<file path="src/rtl/rtype_control_seq_pkg.sv">
// Shared definitions for the R-type control sequencer: opcodes, ALU op codes,
// instruction classes and sequencer states.
package rtype_control_seq_pkg;

    localparam logic [4:0] OP_ADD = 5'd3;
    localparam logic [4:0] OP_SUB = 5'd4;
    localparam logic [4:0] OP_SHR = 5'd5;
    localparam logic [4:0] OP_SHL = 5'd6;
    localparam logic [4:0] OP_ROR = 5'd7;
    localparam logic [4:0] OP_ROL = 5'd8;
    localparam logic [4:0] OP_AND = 5'd9;
    localparam logic [4:0] OP_OR  = 5'd10;
    localparam logic [4:0] OP_MUL = 5'd14;
    localparam logic [4:0] OP_DIV = 5'd15;
    localparam logic [4:0] OP_NEG = 5'd16;
    localparam logic [4:0] OP_NOT = 5'd17;

    typedef enum logic [3:0] {
        ALU_AND = 4'b0000,
        ALU_OR  = 4'b0001,
        ALU_ADD = 4'b0010,
        ALU_SUB = 4'b0011,
        ALU_SHR = 4'b0100,
        ALU_SHL = 4'b0101,
        ALU_ROR = 4'b0110,
        ALU_ROL = 4'b0111,
        ALU_MUL = 4'b1000,
        ALU_DIV = 4'b1001,
        ALU_NEG = 4'b1010,
        ALU_NOT = 4'b1011
    } alu_op_t;

    typedef enum logic [1:0] {
        CLS_BINARY,
        CLS_UNARY,
        CLS_MULDIV,
        CLS_NONE
    } instr_class_t;

    typedef enum logic [3:0] {
        S_IDLE,
        S_T0,
        S_T1,
        S_T1W,
        S_T2,
        S_T3,
        S_T4,
        S_T5,
        S_T6
    } state_t;

endpackage

</file>
<file path="src/rtl/rtype_control_seq_decode.sv">
// Combinational IR decode: instruction class, ALU op, one-hot register
// selects and the illegal flag (bad opcode or out-of-range used index).
module rtype_decode
    import rtype_control_seq_pkg::*;
#(
    parameter int unsigned NREG = 16
) (
    input  logic [31:0]     ir,
    output instr_class_t    cls,
    output alu_op_t         alu_op,
    output logic [NREG-1:0] ra_oh,
    output logic [NREG-1:0] rb_oh,
    output logic [NREG-1:0] rc_oh,
    output logic            illegal
);

    logic [4:0]   op;
    logic [3:0]   ra;
    logic [3:0]   rb;
    logic [3:0]   rc;
    instr_class_t raw_cls;
    logic         idx_bad;
    logic         unused_ir_bits;

    assign op = ir[31:27];
    assign ra = ir[26:23];
    assign rb = ir[22:19];
    assign rc = ir[18:15];
    assign unused_ir_bits = ^ir[14:0];

    function automatic logic idx_ok(input logic [3:0] idx);
        return 32'(idx) < NREG;
    endfunction

    function automatic logic [NREG-1:0] to_onehot(input logic [3:0] idx);
        logic [NREG-1:0] oh;
        oh = '0;
        for (int unsigned k = 0; k < NREG; k++) begin
            oh[k] = (32'(idx) == k);
        end
        return oh;
    endfunction

    always_comb begin
        raw_cls = CLS_NONE;
        alu_op  = ALU_AND;
        case (op)
            OP_ADD: begin raw_cls = CLS_BINARY; alu_op = ALU_ADD; end
            OP_SUB: begin raw_cls = CLS_BINARY; alu_op = ALU_SUB; end
            OP_SHR: begin raw_cls = CLS_BINARY; alu_op = ALU_SHR; end
            OP_SHL: begin raw_cls = CLS_BINARY; alu_op = ALU_SHL; end
            OP_ROR: begin raw_cls = CLS_BINARY; alu_op = ALU_ROR; end
            OP_ROL: begin raw_cls = CLS_BINARY; alu_op = ALU_ROL; end
            OP_AND: begin raw_cls = CLS_BINARY; alu_op = ALU_AND; end
            OP_OR:  begin raw_cls = CLS_BINARY; alu_op = ALU_OR;  end
            OP_MUL: begin raw_cls = CLS_MULDIV; alu_op = ALU_MUL; end
            OP_DIV: begin raw_cls = CLS_MULDIV; alu_op = ALU_DIV; end
            OP_NEG: begin raw_cls = CLS_UNARY;  alu_op = ALU_NEG; end
            OP_NOT: begin raw_cls = CLS_UNARY;  alu_op = ALU_NOT; end
            default: begin raw_cls = CLS_NONE;  alu_op = ALU_AND; end
        endcase
    end

    // Only the register fields an instruction class actually uses are range-checked.
    always_comb begin
        idx_bad = 1'b0;
        case (raw_cls)
            CLS_BINARY: idx_bad = !idx_ok(ra) || !idx_ok(rb) || !idx_ok(rc);
            CLS_UNARY,
            CLS_MULDIV: idx_bad = !idx_ok(ra) || !idx_ok(rb);
            default:    idx_bad = 1'b0;
        endcase
    end

    assign illegal = (raw_cls == CLS_NONE) || idx_bad;
    assign cls     = illegal ? CLS_NONE : raw_cls;
    assign ra_oh   = to_onehot(ra);
    assign rb_oh   = to_onehot(rb);
    assign rc_oh   = to_onehot(rc);

endmodule

</file>
<file path="src/rtl/rtype_control_seq.sv">
// Hard-wired control sequencer: instruction fetch then execute/writeback for
// register-register ALU, unary and MUL/DIV instructions, one step per clock.
module rtype_control_seq
    import rtype_control_seq_pkg::*;
#(
    parameter int unsigned NREG       = 16,
    parameter int unsigned MULDIV_LAT = 1
) (
    input  logic            clk,
    input  logic            reset,
    input  logic            start,
    input  logic            mem_ready,
    input  logic [31:0]     ir,
    output logic            pc_out,
    output logic            mar_in,
    output logic            inc_pc,
    output logic            pc_in,
    output logic            read,
    output logic            mdr_in,
    output logic            mdr_out,
    output logic            ir_in,
    output logic            y_in,
    output logic            z_in,
    output logic            z_low_out,
    output logic            z_high_out,
    output logic            hi_in,
    output logic            lo_in,
    output logic [NREG-1:0] gpr_in,
    output logic [NREG-1:0] gpr_out,
    output logic [3:0]      alu_op,
    output logic            busy,
    output logic            done,
    output logic            illegal
);

    localparam logic [3:0] LAT_LAST = 4'(MULDIV_LAT - 1);

    state_t          state;
    state_t          state_n;
    logic [3:0]      lat_cnt;
    instr_class_t    cls;
    alu_op_t         dec_alu;
    alu_op_t         alu_sel;
    logic [NREG-1:0] ra_oh;
    logic [NREG-1:0] rb_oh;
    logic [NREG-1:0] rc_oh;
    logic            dec_illegal;

    rtype_decode #(.NREG(NREG)) u_decode (
        .ir      (ir),
        .cls     (cls),
        .alu_op  (dec_alu),
        .ra_oh   (ra_oh),
        .rb_oh   (rb_oh),
        .rc_oh   (rc_oh),
        .illegal (dec_illegal)
    );

    always_ff @(posedge clk or posedge reset) begin
        if (reset) begin
            state <= S_IDLE;
        end else begin
            state <= state_n;
        end
    end

    // Counts cycles spent in T4; cleared in every other state so each MUL/DIV starts at 0.
    always_ff @(posedge clk or posedge reset) begin
        if (reset) begin
            lat_cnt <= '0;
        end else if (state == S_T4) begin
            lat_cnt <= lat_cnt + 4'd1;
        end else begin
            lat_cnt <= '0;
        end
    end

    always_comb begin
        state_n = state;
        case (state)
            S_IDLE:  state_n = start ? S_T0 : S_IDLE;
            S_T0:    state_n = S_T1;
            S_T1:    state_n = mem_ready ? S_T2 : S_T1W;
            S_T1W:   state_n = mem_ready ? S_T2 : S_T1W;
            S_T2:    state_n = S_T3;
            S_T3: begin
                case (cls)
                    CLS_NONE:  state_n = S_IDLE;
                    CLS_UNARY: state_n = S_T5;
                    default:   state_n = S_T4;
                endcase
            end
            S_T4: begin
                if (cls == CLS_MULDIV && lat_cnt != LAT_LAST) begin
                    state_n = S_T4;
                end else begin
                    state_n = S_T5;
                end
            end
            S_T5:    state_n = (cls == CLS_MULDIV) ? S_T6 : S_IDLE;
            S_T6:    state_n = S_IDLE;
            default: state_n = S_IDLE;
        endcase
    end

    always_comb begin
        pc_out     = 1'b0;
        mar_in     = 1'b0;
        inc_pc     = 1'b0;
        pc_in      = 1'b0;
        read       = 1'b0;
        mdr_in     = 1'b0;
        mdr_out    = 1'b0;
        ir_in      = 1'b0;
        y_in       = 1'b0;
        z_in       = 1'b0;
        z_low_out  = 1'b0;
        z_high_out = 1'b0;
        hi_in      = 1'b0;
        lo_in      = 1'b0;
        gpr_in     = '0;
        gpr_out    = '0;
        alu_sel    = ALU_AND;
        done       = 1'b0;
        illegal    = 1'b0;
        case (state)
            S_T0: begin
                pc_out  = 1'b1;
                mar_in  = 1'b1;
                inc_pc  = 1'b1;
                z_in    = 1'b1;
                alu_sel = ALU_ADD;
            end
            S_T1: begin
                z_low_out = 1'b1;
                pc_in     = 1'b1;
                read      = 1'b1;
                mdr_in    = 1'b1;
            end
            S_T1W: begin
                read   = 1'b1;
                mdr_in = 1'b1;
            end
            S_T2: begin
                mdr_out = 1'b1;
                ir_in   = 1'b1;
            end
            S_T3: begin
                case (cls)
                    CLS_BINARY: begin
                        gpr_out = rb_oh;
                        y_in    = 1'b1;
                    end
                    CLS_MULDIV: begin
                        gpr_out = ra_oh;
                        y_in    = 1'b1;
                    end
                    CLS_UNARY: begin
                        gpr_out = rb_oh;
                        z_in    = 1'b1;
                        alu_sel = dec_alu;
                    end
                    default: illegal = dec_illegal;
                endcase
            end
            S_T4: begin
                case (cls)
                    CLS_BINARY: begin
                        gpr_out = rc_oh;
                        z_in    = 1'b1;
                        alu_sel = dec_alu;
                    end
                    CLS_MULDIV: begin
                        gpr_out = rb_oh;
                        z_in    = 1'b1;
                        alu_sel = dec_alu;
                    end
                    default: ;
                endcase
            end
            S_T5: begin
                z_low_out = 1'b1;
                if (cls == CLS_MULDIV) begin
                    lo_in = 1'b1;
                end else begin
                    gpr_in = ra_oh;
                    done   = 1'b1;
                end
            end
            S_T6: begin
                z_high_out = 1'b1;
                hi_in      = 1'b1;
                done       = 1'b1;
            end
            default: ;
        endcase
    end

    assign busy   = (state != S_IDLE);
    assign alu_op = alu_sel;

endmodule

</file>
<file path="config.mk">
export PLATFORM = sky130hd
export DESIGN_NAME = rtype_control_seq
export DESIGN_NICKNAME = d
export VERILOG_FILES = /design/src/rtl/rtype_control_seq_pkg.sv /design/src/rtl/rtype_control_seq_decode.sv /design/src/rtl/rtype_control_seq.sv
export SDC_FILE = /design/constraint.sdc
export NUM_CORES = 1
export LEC_CHECK = 0
export BUFFER_PORTS_ARGS = -buffer_cell sky130_fd_sc_hd__buf_4
export CAP_MARGIN = 20
export CORE_AREA = 2 2 61 91
export CTS_CLUSTER_DIAMETER = 100
export CTS_CLUSTER_SIZE = 28
export DETAILED_ROUTE_END_ITERATION = 10
export DIE_AREA = 0 0 63 93
export SYNTH_ARGS = -nofsm -noshare
export SYNTH_HDL_FRONTEND = slang
export SYNTH_SLANG_ARGS = --single-unit
</file>
<file path="constraint.sdc">
create_clock -name clk -period 1.76 [get_ports clk]
set_input_delay 0.264 -clock clk [delete_from_list [all_inputs] [get_ports clk]]
set_output_delay 0.264 -clock clk [all_outputs]
set_load 0.005 [all_outputs]
</file>
# --- Yosys cells after proc, flatten, opt, wreduce, memory -nomap -nowiden ---
# Memories as Yosys holds them, arrays and structs flattened.
# Cells that the tools add are included.
# W data, S select, Z words.
op_classes:
  n_mux: 32
  add_sub_neg: 1
  eq_ne: 57
  n_reduce_logical: 13
ops:
  columns: ["op", "n"]
  rows:
  - ["$eq A4 B4 Y1 const B", 25]
  - ["$pmux W16 S2", 3]
  - ["$eq A4 B3 Y1 const B", 16]
  - ["$eq A4 B2 Y1 const B", 8]
  - ["$mux W16", 2]
  - ["$pmux W4 S7", 1]
  - ["$eq A4 B1 Y1 const B", 4]
  - ["$logic_not A4 Y1", 4]
  - ["$mux W1", 16]
  - ["$mux W4", 4]
  - ["$pmux W4 S3", 1]
  - ["$reduce_bool A4 Y1", 2]
  - ["$reduce_or A2 Y1", 4]
  - ["$eq A2 B2 Y1 const B", 3]
  - ["$pmux W3 S2", 1]
  - ["$add A4 B1 Y4 const B", 1]
  - ["$mux W3", 1]
  - ["$pmux W1 S3", 1]
  - ["$reduce_or A3 Y1", 1]
  - ["$eq A2 B1 Y1 const B", 1]
  - ["$logic_not A2 Y1", 1]
  - ["$mux W2", 1]
  - ["$pmux W1 S2", 1]
  - ["$logic_and A1 B1 Y1", 1]
totals:
  memories: 1
  elab_cells: 106
  mem_bits_ro: 192
  input_bits: 36
  reg_bits: 8
  output_inout_bits: 53
mem_list:
  columns: ["name", "words", "width", "rd", "rd_ports_with_merged_regs", "write_ports", "line", "rtl"]
  rows:
  - ["(no name shown)", 32, 6, 1, 0, 0, "rtype_control_seq_decode.sv:47", "case (op)"]

# --- Longest topological paths before layout ---
# Gate-level depths: netlist of the first run.
# An unclocked memory read counts as a cell.
logic_depth:
  word_depth: 7
  depth_mapped: 7
  depth_no_buf: 6

# --- Modules after synthesis ---
# From an unflattened synthesis of the first run, not the netlist that was laid out.
hier_totals:
  hier_cells: 284
  hier_area_um2: 1855.5
by_module_without_submodules:
  columns: ["module", "seq_area_each_um2", "cells_each", "n_inst", "area_each_um2"]
  rows:
  - ["rtype_control_seq", 200.2, 176, 1, 1268.7]
  - ["rtype_decode", 0.0, 108, 1, 586.8]

# --- Worst setup path before layout of the first run ---
# Ideal clock, no wire load.
synth_timing:
  path_type: "input port to output port"
  startpoint: "in ir[27]"
  endpoint: "out gpr_out[10]"
  path_buffers: 0
  t_arrival_ns: 1.661
  stages: 5
  t_required_ns: 1.496
  slack_ns: -0.165
  cell_sequence: "ha_1 > or3b_4 > a2111oi_4 > a22oi_1 > o221ai_2"
synth_via:
  elab_chain_len: 7
  word_cells_on_any_way: 10
  cone_classes: "eq/ne (3); mux (4); reduce/logical (2); memory (1)"
synth_rtl:
  columns: ["item", "line", "rtl"]
  rows:
  - ["from (decl)", "rtype_control_seq.sv:13", "input logic [31:0] ir,"]
  - ["$mem_v2 Z32 W6 *", null, null]
  - ["$eq A2 B2 Y1", "rtype_control_seq_decode.sv:75", "assign illegal = (raw_cls == CLS_NONE) || idx_bad;"]
  - ["$mux W2 *", "rtype_control_seq_decode.sv:76", "assign cls = illegal ? CLS_NONE : raw_cls;"]
  - ["$eq A2 B1 Y1 / $logic_not A2 Y1 (equally long branches)", "rtype_control_seq.sv:149, rtype_control_seq.sv:167", null]
  - ["$reduce_or A2 Y1 (no source line)", null, null]
  - ["$pmux W16 S2", "rtype_control_seq.sv:149", "case (cls)"]
  - ["$pmux W16 S2 *", "rtype_control_seq.sv:126", "case (state)"]
  - ["to (decl)", "rtype_control_seq.sv:29", "output logic [NREG-1:0] gpr_out,"]
# Every way passes the cells marked *; elsewhere a longest branch is shown, timed or not.

# --- Final worst setup path of the first run ---
layout_timing:
  startpoint: "in ir[27]"
  endpoint: "out gpr_out[11]"
# The elaborated chain is that of the path after synthesis.

==> results.cfg, run 1 <==
[outcome]
status = finished, violations left
violations = negative setup slack

[drt]
wl_per_cell_um = 14.1
antenna_left = 0
via_per_inst = 5.36
vias = 2260
drt-initial-drc-count = 141
drtPass1Iterations = 4
drt_wl_total_um = 5960
drc_errors = 0

[setup_path]
r2r_slack_ns = 0.35
reg2reg_from = state[3]
critPathTopFamily = buffers and inverters
crit_cells = 9
cp_cell_sequence = buf_6 -> ha_4 -> or3b_4 -> buf_4 -> a21oi_2 -> buf_6 -> a31oi_1 -> o221ai_1 -> buf_4
reg2reg_depth = 6
cp_max_fo = 7
end_kind = output port
start_kind = primary input
worstSetupPathType = primary input to output port
cp-endpoint = gpr_out[11]
reg2reg_to = state[0]
cpMaxStageDelayCell = or3b_4
arrival_ns = 1.87
max_stage_delay_ns = 0.41
worstPathRequired_ns = 1.50
cp_num_buf_inv = 4
crit_start = ir[27]

[synthesis]
synth_compound_area_share_pct = 29.7
ys_seq_area_share_pct = 11.7
synthFlopType = dfrtp_1
synth_fa_ha_area_share_pct = 5.13
yosys.area_share.simple_pct = 42.9
syn_inst = 246
ys_seq_elements = 8
synthArstFlopShare_pct = 100
synth_top_family_by_area = simple AND/OR/NAND/NOR gates
synth-edff-count = 0
synth_xor_area_share_pct = 1.54
postSynthAreaPerCell_um2 = 6.94
yosysWarnings = 0
synth_nets = 289
syn_area_um2 = 1710
muxShareOfSynthArea_pct = 0
synth_cell_types = 50

[finish]
fillers = 512
drive_above_1_share_pct = 50.6
multiInputGateArea_um2 = 1580
antenna_cells = 0
final_cells = 422
final_util_pct = 57.6
mostFrequentLayoutCell = buf_4
final_nets = 399
area_growth_pct = 71.4
ff_latch_area_um2 = 203
mostFrequentLayoutCells = buf_4, nor2_1, nand2_1

[clocking]
cts_tree = done
root_buffer = clkbuf_8
cts_made_buffers = 3
clk_pin_slew_ns = 0.04
worstSkewPairLatency_ns = 0.22
cts.sinks = 8
htreeDepth = 1
cts.path.max_buffers = 2

[grt]
grt_max_degree = 20
grt_pass1_wl_um = 9900
track_usage_pct = 20.3
grt_overflow = 0
first_global_vias = 2220
antenna_found_initial = 0

[floorplan]
fp.dieH_um = 93
design.portCount = 89
num_rows = 32
initial_core_util_pct = 33.6
die_area_um2 = 5860
die_x_um = 63
coreArea_um2 = 5080

[timing]
final-setup-viol-count = 38
finalHoldViolations = 0
grt_setup_unrepaired = true
fmax_mhz = 469
min_period_over_period_pct = 121
worst_slew_pin_slew_ns = 0.380
slew_viol_final = 0
layout_setup_ws_ns = -0.374
max_slew_margin_pct = 74.3
fin_crit_ns = 2.13
whs_ns = 0.389
skew_ns = 0.000302

[pwr]
p_leak_nw = 1.21
power.density_nw_per_um2 = 638
ir_drop_v = 0.000321

[worst_hold_path]
hp-class = primary input to flip-flop
hold_depth = 3

[run]
drv_cap = 0

[placement]
dp_hpwl_um = 4790
gp_congestion = 0.803
placed_cells = 413
io_buffers = 73
==> through the flow <==
step                      TNS, ns  setup slack, ns  power [mW]  cell area, um^2
final                       -5.94           -0.374        1.87             2930
after global routing        -9.25           -0.435        2.02             2930
after CTS                   -5.58           -0.343        1.83             2840
after detailed placement    -7.86           -0.370        1.46             2590
after global placement      -7.53           -0.381        1.45             2590
after floorplan            -0.293          -0.0817       0.919             1720
==> routing by layer <==
metal / track usage, % / up-vias / routed length (um)
li1: - / 1138 / -
met1: 22.2 / 1048 / 2370
met2: 40.9 / 68 / 3240
met3: 2.17 / 6 / 298
met4: 4.26 / 0 / 60
met5: 0 / - / 0
==> synthesized netlist by cell type (all sizes together), types with 3 or more instances <==
cell,number,area [um^2]
nor2,49,184
nand2,15,56.3
buf,14,88.8
o221ai,14,141
nor3,12,60.1
a22oi,10,75.1
inv,10,37.5
nand2b,10,62.6
nand3,10,55.1
nand4,10,77.6
nor2b,9,56.3
dfrtp,8,200
o21ai,8,40.0
a31oi,7,43.8
clkbuf,7,26.3
ha,7,87.6
a21oi,5,28.8
or2,4,25.0
a2111oi,3,63.8
a211oi,3,22.5
and2,3,18.8
nor4b,3,32.5
o32ai,3,26.3
==> sequential cells by signal (all words and copies together) (netlist names) <==
register,count
lat_cnt,4
state,4
==> power breakdown <==
| group | total [mW] | switching, mW | internal, mW |
|---|---|---|---|
| clock network | 0.211 | 0.0638 | 0.147 |
| logic | 1.35 | 0.666 | 0.682 |
| registers | 0.308 | 0.0706 | 0.237 |
| total | 1.87 | 0.800 | 1.07 |
==> cell type report <==
class | count | area share [%]
Sequential cell | 8 | 6.92
Multi-Input combinational cell | 207 | 53.8
Timing Repair Buffer | 126 | 33.7
Tap cell | 68 | 2.91
Clock buffer | 3 | 1.41
Inverter | 10 | 1.28
==> kinds of logic (layout without fill, tap and decap cells) <==
family          after synthesis  after routing
flops                         8              8
simple gates                136            136
buf+inv                      31            139
xor+xnor                      3              3
compound gates               61             61
fa+ha+maj                     7              7
==> worst reg2reg max path, stage by stage (launching register included) <==
cell	delay (ns)
dfrtp_1	0.41
nand2b_1	0.19
nor2_1	0.12
buf_4	0.19
nand2_1	0.10
buf_4	0.15
o221ai_1	0.16
==> how the worst min path moves through the flow <==
stage / start / end / slack (ns)
6_report: mem_ready / state[2] / 0.39
3_3_place_gp: reset / lat_cnt[3] / 0.23
4_1_cts: mem_ready / state[2] / 0.39
2_1_floorplan: reset / lat_cnt[0] / 0.08
5_1_grt: mem_ready / state[2] / 0.41
3_5_place_dp: reset / lat_cnt[2] / 0.23
==> repair_timing <==
item,4_1_cts,5_1_grt
endpoints found under the hold margin,8,0
endpoints found under the setup margin,39,41
buffers inserted,5,0
resized for setup,31,25
hold buffers,1,0
pin swaps,13,11
cloned,0,0
(Power assumes the default switching activity.)
==> run 2: changes to the inputs <==
- CELL_PAD_IN_SITES_DETAIL_PLACEMENT: not set -> 0
- CELL_PAD_IN_SITES_GLOBAL_PLACEMENT: not set -> 1
- CORE_AREA: 2 2 61 91 -> 2 2 67 101
- DIE_AREA: 0 0 63 93 -> 0 0 69 103
- GPL_TIMING_DRIVEN: not set -> 0
- PLACE_DENSITY_LB_ADDON: not set -> 0.1
==> results.cfg, run 2 (synthesis results as in run 1) <==
[outcome]
status = finished, violations left
violations = negative hold slack, negative setup slack

[drt]
via_per_inst = 5.30
wl_per_cell_um = 16.2
drt-initial-drc-count = 73
drc_errors = 0
drtPass1Iterations = 4
vias = 2275
drt_wl_total_um = 6940
antenna_left = 0

[timing]
finalHoldViolations = 8
slew_viol_final = 0
grt_setup_unrepaired = true
fin_crit_ns = 2.17
min_period_over_period_pct = 123
skew_ns = 0.00389
whs_ns = -0.0118
final-setup-viol-count = 38
worst_slew_pin_slew_ns = 0.653
fmax_mhz = 462
max_slew_margin_pct = 56.3
layout_setup_ws_ns = -0.406

[clocking]
clk_pin_slew_ns = 0.04
cts_made_buffers = 3
root_buffer = clkbuf_8
hold_buffers = 0
cts.path.max_buffers = 2
cts.sinks = 8
worstSkewPairLatency_ns = 0.23
cts_tree = done
htreeDepth = 1

[finish]
final_nets = 398
area_growth_pct = 88.2
final_util_pct = 51.0
antenna_cells = 0
reg.largest.list = lat_cnt: 4 flops, state: 4 flops
mostFrequentLayoutCells = buf_4, nor2_1, buf_6
mostFrequentLayoutCell = buf_4
drive_above_1_share_pct = 59.5

[setup_path]
cpMostUsedCell = buf_4
worstPathRequired_ns = 1.50
max_stage_delay_ns = 0.44
reg2reg_depth = 7
cpMaxStageDelayCell = or3b_4
cp_cell_sequence = buf_8 -> ha_4 -> or3b_4 -> a2111oi_4 -> buf_4 -> a22oi_2 -> o221ai_2 -> buf_4
start_kind = primary input
cp_max_fo = 4
end_kind = output port
worstSetupPathType = primary input to output port
arrival_ns = 1.90

[grt]
grt_max_degree = 11
grt_pass1_wl_um = 10900
first_global_vias = 2301
grt_overflow = 0
antenna_found_initial = 0
track_usage_pct = 18.5

[floorplan]
num_rows = 36
fp.dieH_um = 103
initial_core_util_pct = 27.1
die_x_um = 69
coreArea_um2 = 6310
design.portCount = 89
die_area_um2 = 7110

[placement]
dp_hpwl_um = 5170
gp_congestion = 0.814
io_buffers = 70

[pwr]
p_int_mw = 1.24
power.density_nw_per_um2 = 690
power_frac_seq_pct = 13.5
ir_drop_v = 0.000260
p_leak_nw = 1.29
finalPower_mw = 2.22
clockPowerShare_pct = 10.0
swShare_pct = 44.1
power_switching_mw = 0.978
pwr-share-comb_pct = 76.5

[run]
drv_cap = 0

[worst_hold_path]
hp-class = primary input to async pin
-- run 2: metal layers --
layer  GRT usage [%]  routed length [um]  vias up
li1                -                   -     1132
met1            20.1                2660     1076
met2            38.6                3940       58
met3            1.27                 220        9
met4            4.37                 112        0
met5               0                   0        -
-- run 2: area by class of cell --
class / count / area, um^2
fillers: 658 / 3090
multi-input cells: 207 / 1800
inverters: 10 / 37.5
clock buffers: 3 / 41.3
flip-flops and latches: 8 / 203
well taps: 76 / 95.1
repair buffers: 105 / 888
plain buffers: 20 / 146
-- run 2: worst max-delay path, delay by kind of cell --
kind                       cells  cell delay (ns)
AOI/OAI and AO/OA              3             0.62
adders and majority gates      1             0.15
buffers and inverters          3             0.41
and+or+nand+nor                1             0.44
-- run 2: repair_timing --
action | 4_1_cts | 5_1_grt
cloned | 1 | 0
pin swaps | 29 | 24
setup buffers | 22 | 14
endpoints found under the setup margin | 45 | 51
gates resized for setup | 72 | 67
-- run 2: path summary, 6_finish.rpt --
path	start	endpoint	slack, ns
hold / removal	reset	state[0]	-0.01
hold reg to reg	lat_cnt[0]	lat_cnt[0]	0.48
setup / recovery	ir[27]	gpr_out[8]	-0.41
setup reg to reg	state[3]	state[0]	0.22
min in group clk	mem_ready	state[2]	0.36
max in group asynchronous	reset	state[3]	1.51
-- run 2: power by group through the flow --
stage	logic, mW	clock network (mW)	registers [mW]
floorplan	0.649	0	0.270
global placement	1.09	0	0.286
detailed placement	1.09	0	0.286
CTS	1.43	0.224	0.293
global route	1.83	0.240	0.306
finish	1.70	0.221	0.299
-- run 2: per-stage QoR --
step	instance area (um^2)	hold slack [ns]	cells	setup WS (ns)	setup TNS (ns)
global placement	2340	0.238	392	-0.538	-13.27
CTS	2890	0.00403	417	-0.449	-10.14
finish	3210	-0.0118	429	-0.406	-9.58
floorplan	1720	0.0797	246	-0.0817	-0.293
global route	3210	0.00677	429	-0.478	-12.68
detailed placement	2340	0.244	392	-0.561	-13.51
